[config.mk]
export PLATFORM = sky130hd
export DESIGN_NAME = fp_addsub_seq
export DESIGN_NICKNAME = d
export VERILOG_FILES = /design/src/rtl/fp_addsub_seq.sv
export SDC_FILE = /design/constraint.sdc
export NUM_CORES = 1
export LEC_CHECK = 0
export CAP_MARGIN = 10
export CORE_MARGIN = 8
export CORE_UTILIZATION = 52
export DETAILED_ROUTE_END_ITERATION = 12
export GPL_TIMING_DRIVEN = 0
export PLACE_DENSITY = 0.75
export SLEW_MARGIN = 20
export SYNTH_ARGS = -nofsm -noshare
export SYNTH_HDL_FRONTEND = slang
export SYNTH_SLANG_ARGS = --single-unit
[constraint.sdc]
create_clock -name clk -period 3.1 [get_ports clk]
set_input_delay 0.31 -clock clk [delete_from_list [all_inputs] [get_ports clk]]
set_output_delay 0.31 -clock clk [all_outputs]
set_load 0.005 [all_outputs]
[src/rtl/fp_addsub_seq.sv]
// fp_addsub_seq: multi-cycle sequencer for the 8-bit floating-point add/subtract.
// Format: [7] sign, [6:4] exponent e, [3:0] fraction f; value = 1.f * 2^e, e == 0 means zero.
// Phases: compare (on accept), one-bit-per-cycle alignment, add/subtract,
// one-bit-per-cycle normalization. All outputs come straight from registers.
module fp_addsub_seq (
    input  logic       clk,
    input  logic       rst,
    input  logic       start,
    input  logic       op,
    input  logic [7:0] a,
    input  logic [7:0] b,
    output logic       busy,
    output logic       done,
    output logic [7:0] y,
    output logic       ovf,
    output logic       unf
);

    typedef enum logic [2:0] {
        S_IDLE  = 3'd0,
        S_ALIGN = 3'd1,
        S_ADD   = 3'd2,
        S_NORM  = 3'd3,
        S_DONE  = 3'd4
    } state_t;

    state_t      state_r;
    state_t      next_state_s;

    logic [2:0]  exp_r;      // working exponent of the result
    logic [2:0]  cnt_r;      // remaining alignment shifts
    logic [4:0]  ml_r;       // mantissa of the larger operand
    logic [4:0]  ms_r;       // mantissa of the smaller operand (shifted during ALIGN)
    logic [5:0]  sum_r;      // add/subtract result, normalized in NORM
    logic        sign_r;     // result sign
    logic        sub_r;      // effective subtraction
    logic [7:0]  y_r;
    logic        ovf_r;
    logic        unf_r;
    logic        busy_r;
    logic        done_r;

    // Operand decode used on the accept cycle.
    logic        sb_s;       // effective sign of B after applying op
    logic [2:0]  a_e_s;
    logic [2:0]  b_e_s;
    logic        a_ge_s;     // |A| >= |B|; ties keep A as the larger operand
    logic [2:0]  l_e_s;
    logic [2:0]  s_e_s;
    logic [4:0]  l_m_s;
    logic [4:0]  s_m_s;
    logic        l_sign_s;
    logic [2:0]  diff_s;
    logic        zero_op_s;
    logic [5:0]  sum_s;

    assign sb_s      = b[7] ^ op;
    assign a_e_s     = a[6:4];
    assign b_e_s     = b[6:4];
    assign a_ge_s    = (a[6:0] >= b[6:0]);
    assign l_e_s     = a_ge_s ? a_e_s : b_e_s;
    assign s_e_s     = a_ge_s ? b_e_s : a_e_s;
    assign l_m_s     = a_ge_s ? {1'b1, a[3:0]} : {1'b1, b[3:0]};
    assign s_m_s     = a_ge_s ? {1'b1, b[3:0]} : {1'b1, a[3:0]};
    assign l_sign_s  = a_ge_s ? a[7] : sb_s;
    assign diff_s    = l_e_s - s_e_s;
    assign zero_op_s = (a_e_s == 3'd0) || (b_e_s == 3'd0);

    // mL >= mS after alignment, so the subtraction never goes negative.
    assign sum_s = sub_r ? ({1'b0, ml_r} - {1'b0, ms_r})
                         : ({1'b0, ml_r} + {1'b0, ms_r});

    // State register.
    always_ff @(posedge clk) begin
        if (rst) begin
            state_r <= S_IDLE;
        end else begin
            state_r <= next_state_s;
        end
    end

    // Next-state decode.
    always_comb begin
        next_state_s = state_r;
        case (state_r)
            S_IDLE: begin
                if (start) begin
                    if (zero_op_s) begin
                        next_state_s = S_DONE;
                    end else if (diff_s != 3'd0) begin
                        next_state_s = S_ALIGN;
                    end else begin
                        next_state_s = S_ADD;
                    end
                end else begin
                    next_state_s = S_IDLE;
                end
            end
            S_ALIGN: begin
                // The shift taken this cycle brings the counter to zero.
                if (cnt_r == 3'd1) begin
                    next_state_s = S_ADD;
                end else begin
                    next_state_s = S_ALIGN;
                end
            end
            S_ADD: begin
                if (sum_s == 6'd0) begin
                    next_state_s = S_DONE;
                end else begin
                    next_state_s = S_NORM;
                end
            end
            S_NORM: begin
                if (sum_r[5] || sum_r[4]) begin
                    next_state_s = S_DONE;
                end else if (exp_r == 3'd1) begin
                    next_state_s = S_DONE;
                end else begin
                    next_state_s = S_NORM;
                end
            end
            S_DONE: begin
                next_state_s = S_IDLE;
            end
            default: begin
                next_state_s = S_IDLE;
            end
        endcase
    end

    // Handshake outputs registered from the upcoming state.
    always_ff @(posedge clk) begin
        if (rst) begin
            busy_r <= 1'b0;
            done_r <= 1'b0;
        end else begin
            busy_r <= (next_state_s != S_IDLE);
            done_r <= (next_state_s == S_DONE);
        end
    end

    // Datapath: capture, align, add/subtract, normalize; y is written on the way into DONE.
    always_ff @(posedge clk) begin
        if (rst) begin
            exp_r  <= 3'd0;
            cnt_r  <= 3'd0;
            ml_r   <= 5'd0;
            ms_r   <= 5'd0;
            sum_r  <= 6'd0;
            sign_r <= 1'b0;
            sub_r  <= 1'b0;
            y_r    <= 8'h00;
            ovf_r  <= 1'b0;
            unf_r  <= 1'b0;
        end else begin
            case (state_r)
                S_IDLE: begin
                    if (start) begin
                        ovf_r <= 1'b0;
                        unf_r <= 1'b0;
                        if (a_e_s == 3'd0) begin
                            y_r <= {sb_s, b[6:0]};
                        end else if (b_e_s == 3'd0) begin
                            y_r <= a;
                        end else begin
                            exp_r  <= l_e_s;
                            cnt_r  <= diff_s;
                            ml_r   <= l_m_s;
                            ms_r   <= s_m_s;
                            sign_r <= l_sign_s;
                            sub_r  <= a[7] ^ sb_s;
                        end
                    end
                end
                S_ALIGN: begin
                    ms_r  <= ms_r >> 1;
                    cnt_r <= cnt_r - 3'd1;
                end
                S_ADD: begin
                    sum_r <= sum_s;
                    if (sum_s == 6'd0) begin
                        y_r <= 8'h00;
                    end
                end
                S_NORM: begin
                    if (sum_r[5]) begin
                        if (exp_r == 3'd7) begin
                            ovf_r <= 1'b1;
                            y_r   <= {sign_r, 7'h7F};
                        end else begin
                            sum_r <= sum_r >> 1;
                            exp_r <= exp_r + 3'd1;
                            y_r   <= {sign_r, exp_r + 3'd1, sum_r[4:1]};
                        end
                    end else if (sum_r[4]) begin
                        y_r <= {sign_r, exp_r, sum_r[3:0]};
                    end else if (exp_r == 3'd1) begin
                        unf_r <= 1'b1;
                        y_r   <= 8'h00;
                    end else begin
                        sum_r <= sum_r << 1;
                        exp_r <= exp_r - 3'd1;
                    end
                end
                S_DONE: begin
                    y_r <= y_r;
                end
                default: begin
                    y_r <= y_r;
                end
            endcase
        end
    end

    assign busy = busy_r;
    assign done = done_r;
    assign y    = y_r;
    assign ovf  = ovf_r;
    assign unf  = unf_r;

endmodule

==> results of run 1 <==
-- per-stage QoR --
stage | area, um^2 | hold slack [ns] | setup slack (ns) | std cells | power (W)
2_1_floorplan | 2940 | 0.407 | 0.00142 | 365 | 0.00208
3_3_place_gp | 3330 | 0.462 | -0.950 | 467 | 0.00253
3_5_place_dp | 3330 | 0.475 | -0.945 | 467 | 0.00258
4_1_cts | 3440 | 0.485 | 0.00664 | 477 | 0.00295
5_1_grt | 3490 | 0.417 | -0.110 | 480 | 0.00328
6_report | 3490 | 0.394 | 0.0315 | 480 | 0.00302
-- worst paths after layout --
kind | to | start
worst max-delay path | state_r[1] | b[6]
worst min-delay path | ms_r[0] | a[0]
worst max register to register | y[3] | ms_r[0]
worst min register to register | y[2] | y[2]
-- registers in the layout, summed over array words and instances, names as in the netlist, 3 cells and up --
name	cells
ml_r	5
cnt_r	3
state_r	3
sum_r	6
ms_r	5
exp_r	3
y	8
-- cell families (layout without fill, tap and decap cells) --
group	Yosys count	after routing
compound gates	113	113
simple gates	116	116
mux	23	23
fa+ha+maj	22	22
xor+xnor	11	11
flops	39	39
buf+inv	41	84
-- metal layers --
metal	global-route usage, %	routed length, um	up-vias
li1	-	-	1422
met1	27.3	3750	1338
met2	32.3	3900	116
met3	3.57	531	13
met4	6.14	136	0
met5	0	0	-
-- cells in the mapped netlist (6+ instances only) --
| library cell | instances | area (um^2) |
|---|---|---|
| a211oi_1 | 10 | 75.1 |
| a21oi_1 | 38 | 190 |
| dfxtp_1 | 39 | 781 |
| clkbuf_1 | 9 | 33.8 |
| nand2_1 | 20 | 75.1 |
| a31oi_1 | 10 | 62.6 |
| nor3_1 | 11 | 55.1 |
| mux2i_1 | 19 | 190 |
| o22ai_1 | 6 | 37.5 |
| nor2b_1 | 7 | 43.8 |
| xor2_1 | 6 | 52.6 |
| nand2b_1 | 12 | 75.1 |
| nand3_1 | 6 | 30.0 |
| ha_1 | 21 | 263 |
| nor2_1 | 36 | 135 |
| inv_1 | 23 | 86.3 |
| o21ai_0 | 13 | 65.1 |
| or3_1 | 6 | 37.5 |
-- cell type report --
cell class	instances	area, um^2	share of cell area (%)
multi-input cells	285	2040	58.5
flip-flops and latches	39	782	22.4
repair buffers	35	310	8.89
inverters	24	90.1	2.58
well taps	72	90.1	2.58
plain buffers	17	85.1	2.44
clock buffers	5	68.8	1.97
clock inverters	3	23.8	0.681
-- worst register-to-register path: stages (launching register included) --
cell	delay, ns
dfxtp_1	0.39
inv_1	0.06
ha_1	0.30
mux2i_2	0.21
inv_1	0.09
fa_1	0.43
nand2b_1	0.18
a21oi_2	0.17
xor2_2	0.14
o31ai_4	0.33
nand3_4	0.20
mux2_4	0.34
-- power breakdown --
| group | switching (W) | total [W] | leakage, nW | internal, W |
|---|---|---|---|---|
| sequential | 0.000137 | 0.000792 | 0.320 | 0.000655 |
| clock | 0.000202 | 0.000363 | 0.0408 | 0.000161 |
| combinational | 0.00108 | 0.00187 | 1.04 | 0.000783 |
-- repair_timing --
| item | 4_1_cts | 5_1_grt |
|---|---|---|
| gates cloned | 0 | 0 |
| setup endpoints to repair | 3 | 4 |
| buffers inserted | 2 | 3 |
| pin swaps | 2 | 6 |
| gates resized for setup | 18 | 14 |
==> results, run 1 <==
- By instance count, the cell type seen most on the critical path is ha_2.
- The number of nets in the layout is around 450.
- At the pin with the least slew margin, the transition time is 0.864 ns.
- For this run, the top clock speed supported by timing is 0.326 GHz.
- CTS placed an instance of clkbuf_8 at the clock tree root.
- For this run, design rule violations remaining after detail routing come to 0.
- The power density over cell area is ~870 nW/um^2.
- Measured in cells, the most critical reg-to-reg path has a length of 11.
- The worst-case IR drop observed on VDD is around 0.35 mV.
- The wire-length estimate of the detail-placed layout is ~6300 um.
- Fill cells in the final layout number 494.
- The number of flops mapped to enable cells by yosys is 0.
- The post-layout minimum cycle time is between 3 and 4 ns.
- The kind of cell with the highest combined delay along the critical path is buffers and inverters.
- The Yosys step of the flow raised 0 warnings.
- In the layout the commonest cells are 38 x dfxtp_1, 36 x a21oi_1, 36 x nor2_1.
- The height of the die is just over 90 um.
- Clock latency on the worst-skew pair, taken at its later pin, is 0.30 ns.
- The number of antenna violations at the first check in global routing was 0.
- By area, the combinational part of the netlist is dominated by compound AO/OA/AOI/OAI gates.
- The setup slack of the most critical reg-to-reg path is roughly 0.16 ns.
- The core outline area is around 5500 um^2.
- The worst hold path was traced through 3 stages.
- The detail route stage leaves a number of antenna-violating nets equal to 0.
- The number of buffers created by CTS is 5.
- The maximum fanout encountered on the critical timing path is 7.
- For this design the static power due to leakage is 1.40 nW.
- The flow ran to the end, and the final reports show no timing, DRC or antenna violations.
- Data on the critical path is required at its endpoint by ~3.3 ns.
- Leaving out fill and tap cells, the most frequent cell in the layout is dfxtp_1.
- At the worst endpoint, the arrival time is 3.29 ns.
- Cells with a size suffix above 1 make up around an eighth of the layout.
- The critical path goes through clkdlybuf4s50_1, inv_1, ha_2, a21oi_4, buf_6, nor3_1, a21oi_1, ha_2, buf_4, o31ai_1, nand2_1, mux2_4, or3_1, a311oi_2.
- The maximum number of pins on one net before global-route repair is 15.
- The tool flagged a number of max-cap violations equal to 0.
- The via count of the first global-routing pass came to approximately 2800.
- Input and output buffers added on the ports amount to 30.
- In the final routed layout, each cell accounts on average for 17.3 um.
- The synthesis-stage register bit count is 39.
- The width of the die is about 91 um.
- Across all layers, the routed design uses a little under 3000 vias.
- The number of buffer and inverter stages on the critical path is 4.
- The effective utilization at floorplan is a little over half.
- The number of hold buffers added after cts is 0.
- The most instantiated flip-flop cell in the synthesis netlist is dfxtp_1.
- Clock-pin slew was measured on the worst setup and hold paths at about 0.090 ns.
- The post-synthesis sequential area ratio is a little over a quarter.
- After floorplanning, the core was divided into 27 placement rows.
- The relative max-transition margin is a little over two fifths.
- In this run the number of cells on the critical path is 14.
- The global-route wire length before repair is approximately 14000 um.
- The post-synthesis instance area is roughly 2900 um^2.
- The count of final hold-check violations was 0.
- Setup repair after global routing could not meet its margin everywhere.
- The number of levels the H-tree was split into is 2.
- The clock sink count is 39.
- The worst setup path is launched from an input pin.
- The total global routing overflow is 0.
- The average instance in the mapped netlist occupies 7.99 um^2.
- The synthesized netlist devotes between 20% and 30% of its cell area to compound gates.
- Using the TritonRoute via totals, the vias-per-cell ratio works out to about 6.
- The number of slew-limit violations in the final report is 0.
- After synthesis, the netlist uses 53 different library cells.
- Of the total synthesized cell area, the portion taken by AND, OR, NAND and NOR gates is 20.5%.
- The number of nets in the synthesized netlist is a little over 400.
- The wire length reported by the detailed router is between 8000 and 9000 um.
- The post-synthesis mux area share is 8.32%.
- Across the routed clock network, the largest skew measured is ~0.0086 ns.
- The die covers around 8300 um^2.
- The critical path endpoint category is a flip-flop.
- The slowest stage of the critical path is the clkdlybuf4s50_1 cell.
- Counting flops with an async set or reset pin after synthesis yields a share of 0%.
- 0 antenna diodes ended up in the layout.
- The kind of critical path is input pin to flip-flop.
- Before antenna repair, the detailed router went through 5 iterations.
- Setup violations remaining at the end of the flow were counted as 0.
- During I/O placement, the number of pins put on the boundary was 32.
- The adder and majority gate portion of the synthesized area is 9.70%.
- The area added between synthesis and finish is 19.7%.
- The maximum number of buffers from clock root to sink is 2.
- Cells fill between 60% and 70% of the core in the end.
- In the global route stage, overall resource usage came out at 20.4%.
- On the worst path, the slowest cell contributes a delay of ~0.56 ns.
- For this block, the initial DRC count from the detailed router was roughly 230.
- Summed over all failing endpoints, the final setup total negative slack is 0 ns.
- The path class of the tightest hold or removal check is input pin to flip-flop.
- TritonCTS built the clock tree.
- The post-synthesis instance total is ~370.
- The period utilization is a little over nine tenths.
- The post-synthesis xor/xnor area fraction is 3.30%.
- Routability-driven placement finished with a final weighted congestion of 0.858.
Note: power is estimated with default switching activity, not from simulation.
==> inputs of run 2 (changes only) <==
--- a/config.mk
+++ b/config.mk
@@ -7,10 +7,11 @@
 export LEC_CHECK = 0
 export CAP_MARGIN = 10
 export CORE_MARGIN = 8
-export CORE_UTILIZATION = 52
+export CORE_UTILIZATION = 58
 export DETAILED_ROUTE_END_ITERATION = 12
+export DONT_BUFFER_PORTS = 1
 export GPL_TIMING_DRIVEN = 0
-export PLACE_DENSITY = 0.75
+export PLACE_DENSITY = 0.74
 export SLEW_MARGIN = 20
 export SYNTH_ARGS = -nofsm -noshare
 export SYNTH_HDL_FRONTEND = slang
==> constraint.sdc (replaced) <==
create_clock -name clk -period 3.1 [get_ports clk]
set_input_delay 0.93 -clock clk [delete_from_list [all_inputs] [get_ports clk]]
set_output_delay 0.93 -clock clk [all_outputs]
set_load 0.005 [all_outputs]
==> run 2 against run 1 <==
  * The run now ends with negative setup slack left
  * Sequential cell count is the same
  * Non-clock buffer count shrank 27
  * Highest routed layer unchanged
  * Register-to-register slack hardly changed
  * Clock skew shrank 0.0027 ns
  * Global-route usage rose by 1.9 points
==> results, run 2 (synthesized netlist as in run 1, its figures left out) <==
- The overall via count from detail_route is around 2800.
- The post-layout minimum cycle time is approximately 3.2 ns.
- Leaving out fill and tap cells, the most frequent cells in the layout are 39 x dfxtp_1, 36 x nor2_1, 35 x a21oi_1.
- The clock net in this run drives a total of 39 sinks.
- The most common library cell in the layout ignoring fill and taps is dfxtp_1.
- The highest clock rate is between 0.3 and 0.4 GHz.
- The slew at the pin closest to its max-slew limit is 0.833 ns.
- The later pin in the worst-skew pair is clocked with a latency of approximately 0.30 ns.
- The via count of the first global-routing pass came to 2709.
- In this run the critical register-to-register path is captured at y[3].
- For this run, the share of the core covered by cells in the final layout is 67.5%.
- The worst setup margin is -0.0769 ns.
- The maximum number of pins on one net before global-route repair is 14.
- The detailed router finished its first iteration with 239 violations.
- The count of buffers added on input and output ports is 0.
- After detailed placement, the total cell area comes to between 3000 and 4000 um^2.
- Counting cells, the worst reg-to-reg path comes to 11.
- Dividing the detail-routed via count by the number of cells gives 6.15.
- The register with the most flip-flops in the layout has 8 of them.
- In the routed design, unresolved DRC markers number 0.
- The number of levels the H-tree was split into is 2.
- The floorplan step defined a die boundary enclosing 7550 um^2.
- The worst setup path is captured at a flip-flop.
- Setup repair after global routing could not meet its margin everywhere.
- The sum of negative setup slack is -0.0769 ns.
- From left edge to right edge, the die measures just under 90 um.
- Buffers inserted to repair hold after CTS numbered 0.
- The first global-routing pass estimated between 10000 and 15000 um of wire.
- After clock tree synthesis, the clock-pin slew on the worst setup and hold paths is 0.08 ns.
- Across the VDD grid, the largest voltage drop is around 0.48 mV.
- The path class of the lowest-slack min-delay path is flip-flop to flip-flop.
- The routed design has between 8000 and 9000 um of wire.
- The mean routed wirelength per cell is around 18 um.
- The root buffer cell chosen for the clock tree is clkbuf_8.
- The final reports fail on negative setup slack.
- The congestion estimate from routability-driven global placement came to 0.919.
- The number of search-and-repair iterations in the first detailed-routing pass is 5.
- The number of slew-limit violations in the final report is 0.
- The worst register-to-register path begins at ms_r[0].
- No sink is reached through more buffers than the 2 on the longest clock path.
- The reported max-cap violation count is 0.
- The number of antenna violations at the first check in global routing is 0.
- Dividing total power by cell area gives a power density of a little over 900 nW/um^2.
- The effective utilization at floorplan is roughly 60%.
- The row count is 26.
- The height of the die is ~87 um.
- The count of final hold-check violations is 0.
- The number of nets still failing antenna checks after routing is 0.
- The flow ran to the end, but the final reports show violations.
- Summed over all cells, the static leakage comes to between 1 and 1.5 nW.
- The period utilization is 102%.
- The number of nets in the layout is 422.
- The CTS tree is done.
- Between clock sinks in the finished design, the worst skew comes to 0.00588 ns.
- Pin placement for this block handled 32 I/O pins.
- Counting the buffers created by CTS gives 5.
- The number of antenna repair diodes is 0.
- Cells with a size suffix above 1 make up 14.4% of the layout.
- Data on the critical path arrives at its endpoint at between 3 and 4 ns.
- For flop-to-flop paths, the worst setup slack is around 0.15 ns.
- In this run the worst setup path begins at b[5].
- The critical path ends at state_r[1].
- For the worst setup path, the data required time is between 3 and 4 ns.
- The kind of critical path is input pin to flip-flop.
- The total global routing overflow is 0.
- The final instance area is ~3400 um^2.
- The final-report setup violation count is 1.
- The core outline area is between 4000 and 5000 um^2.
- The maximum fanout encountered on the critical timing path is 7.
- The area added between synthesis and finish is 15.2%.
- The startpoint class of the critical path is an input pin.
- The relative max-transition margin is approximately 44%.
- The total routing usage reported by global routing is between 20% and 30%.
- The half-perimeter wire length of the detailed placement result is approximately 6200 um.
## run 2: metrics by stage
step	std cells	hold WS, ns	total power [W]	setup WS, ns
final	451	0.492	0.00304	-0.0769
after global routing	451	0.524	0.00325	-0.249
after CTS	447	0.501	0.00294	-0.151
after detailed placement	435	0.489	0.00247	-0.915
after global placement	435	0.485	0.00243	-0.829
after floorplan	365	0.447	0.00209	-0.556
## run 2: worst max-delay path, cell delays in order
cell and delay [ns]:
inv_1 0.08, ha_4 0.30, nand3_2 0.08, o21ai_2 0.18, a21oi_4 0.08, buf_6 0.13, buf_6 0.12, a21oi_4 0.16
ha_4 0.18, nor2b_2 0.05, a31oi_1 0.13, o221ai_1 0.12, mux2_4 0.30, or3_1 0.31, a311oi_1 0.24
## run 2: worst min path at each step
stage / start / to / slack [ns] / depth (start not counted)
after floorplan: ml_r[4] / ml_r[4] / 0.45 / 2
after global placement: ml_r[4] / ml_r[4] / 0.49 / 2
after detailed placement: y[7] / y[7] / 0.49 / 2
after CTS: y[7] / y[7] / 0.50 / 2
after global routing: y[7] / y[7] / 0.52 / 2
final: y[7] / y[7] / 0.49 / 2
## run 2: timing repair
action	in CTS	in global routing
setup endpoints to repair	3	5
gates resized for setup	17	6
pin swaps	15	10
setup buffers	4	4
## run 2: layer usage
metal,global-route usage (%),wire [um]
met1,27.9,3560
met2,36.7,3940
met3,4.43,577
met5,0,0
met4,7.82,141
## run 2: final cells by class
type / instances / area [um^2]
tap: 70 / 87.6
buffer: 17 / 85.1
sequential: 39 / 781
clock buffer: 5 / 68.8
multi-input combinational: 285 / 2110
timing repair buffer: 8 / 63.8
inverter: 24 / 115
fill: 402 / 1620
clock inverter: 3 / 43.8
## run 2: power breakdown
group	switching [W]	internal [W]	total, W
sequential	0.000146	0.000655	0.000801
clock	0.000202	0.000240	0.000442
combinational	0.00107	0.000727	0.00180
total	0.00142	0.00162	0.00304
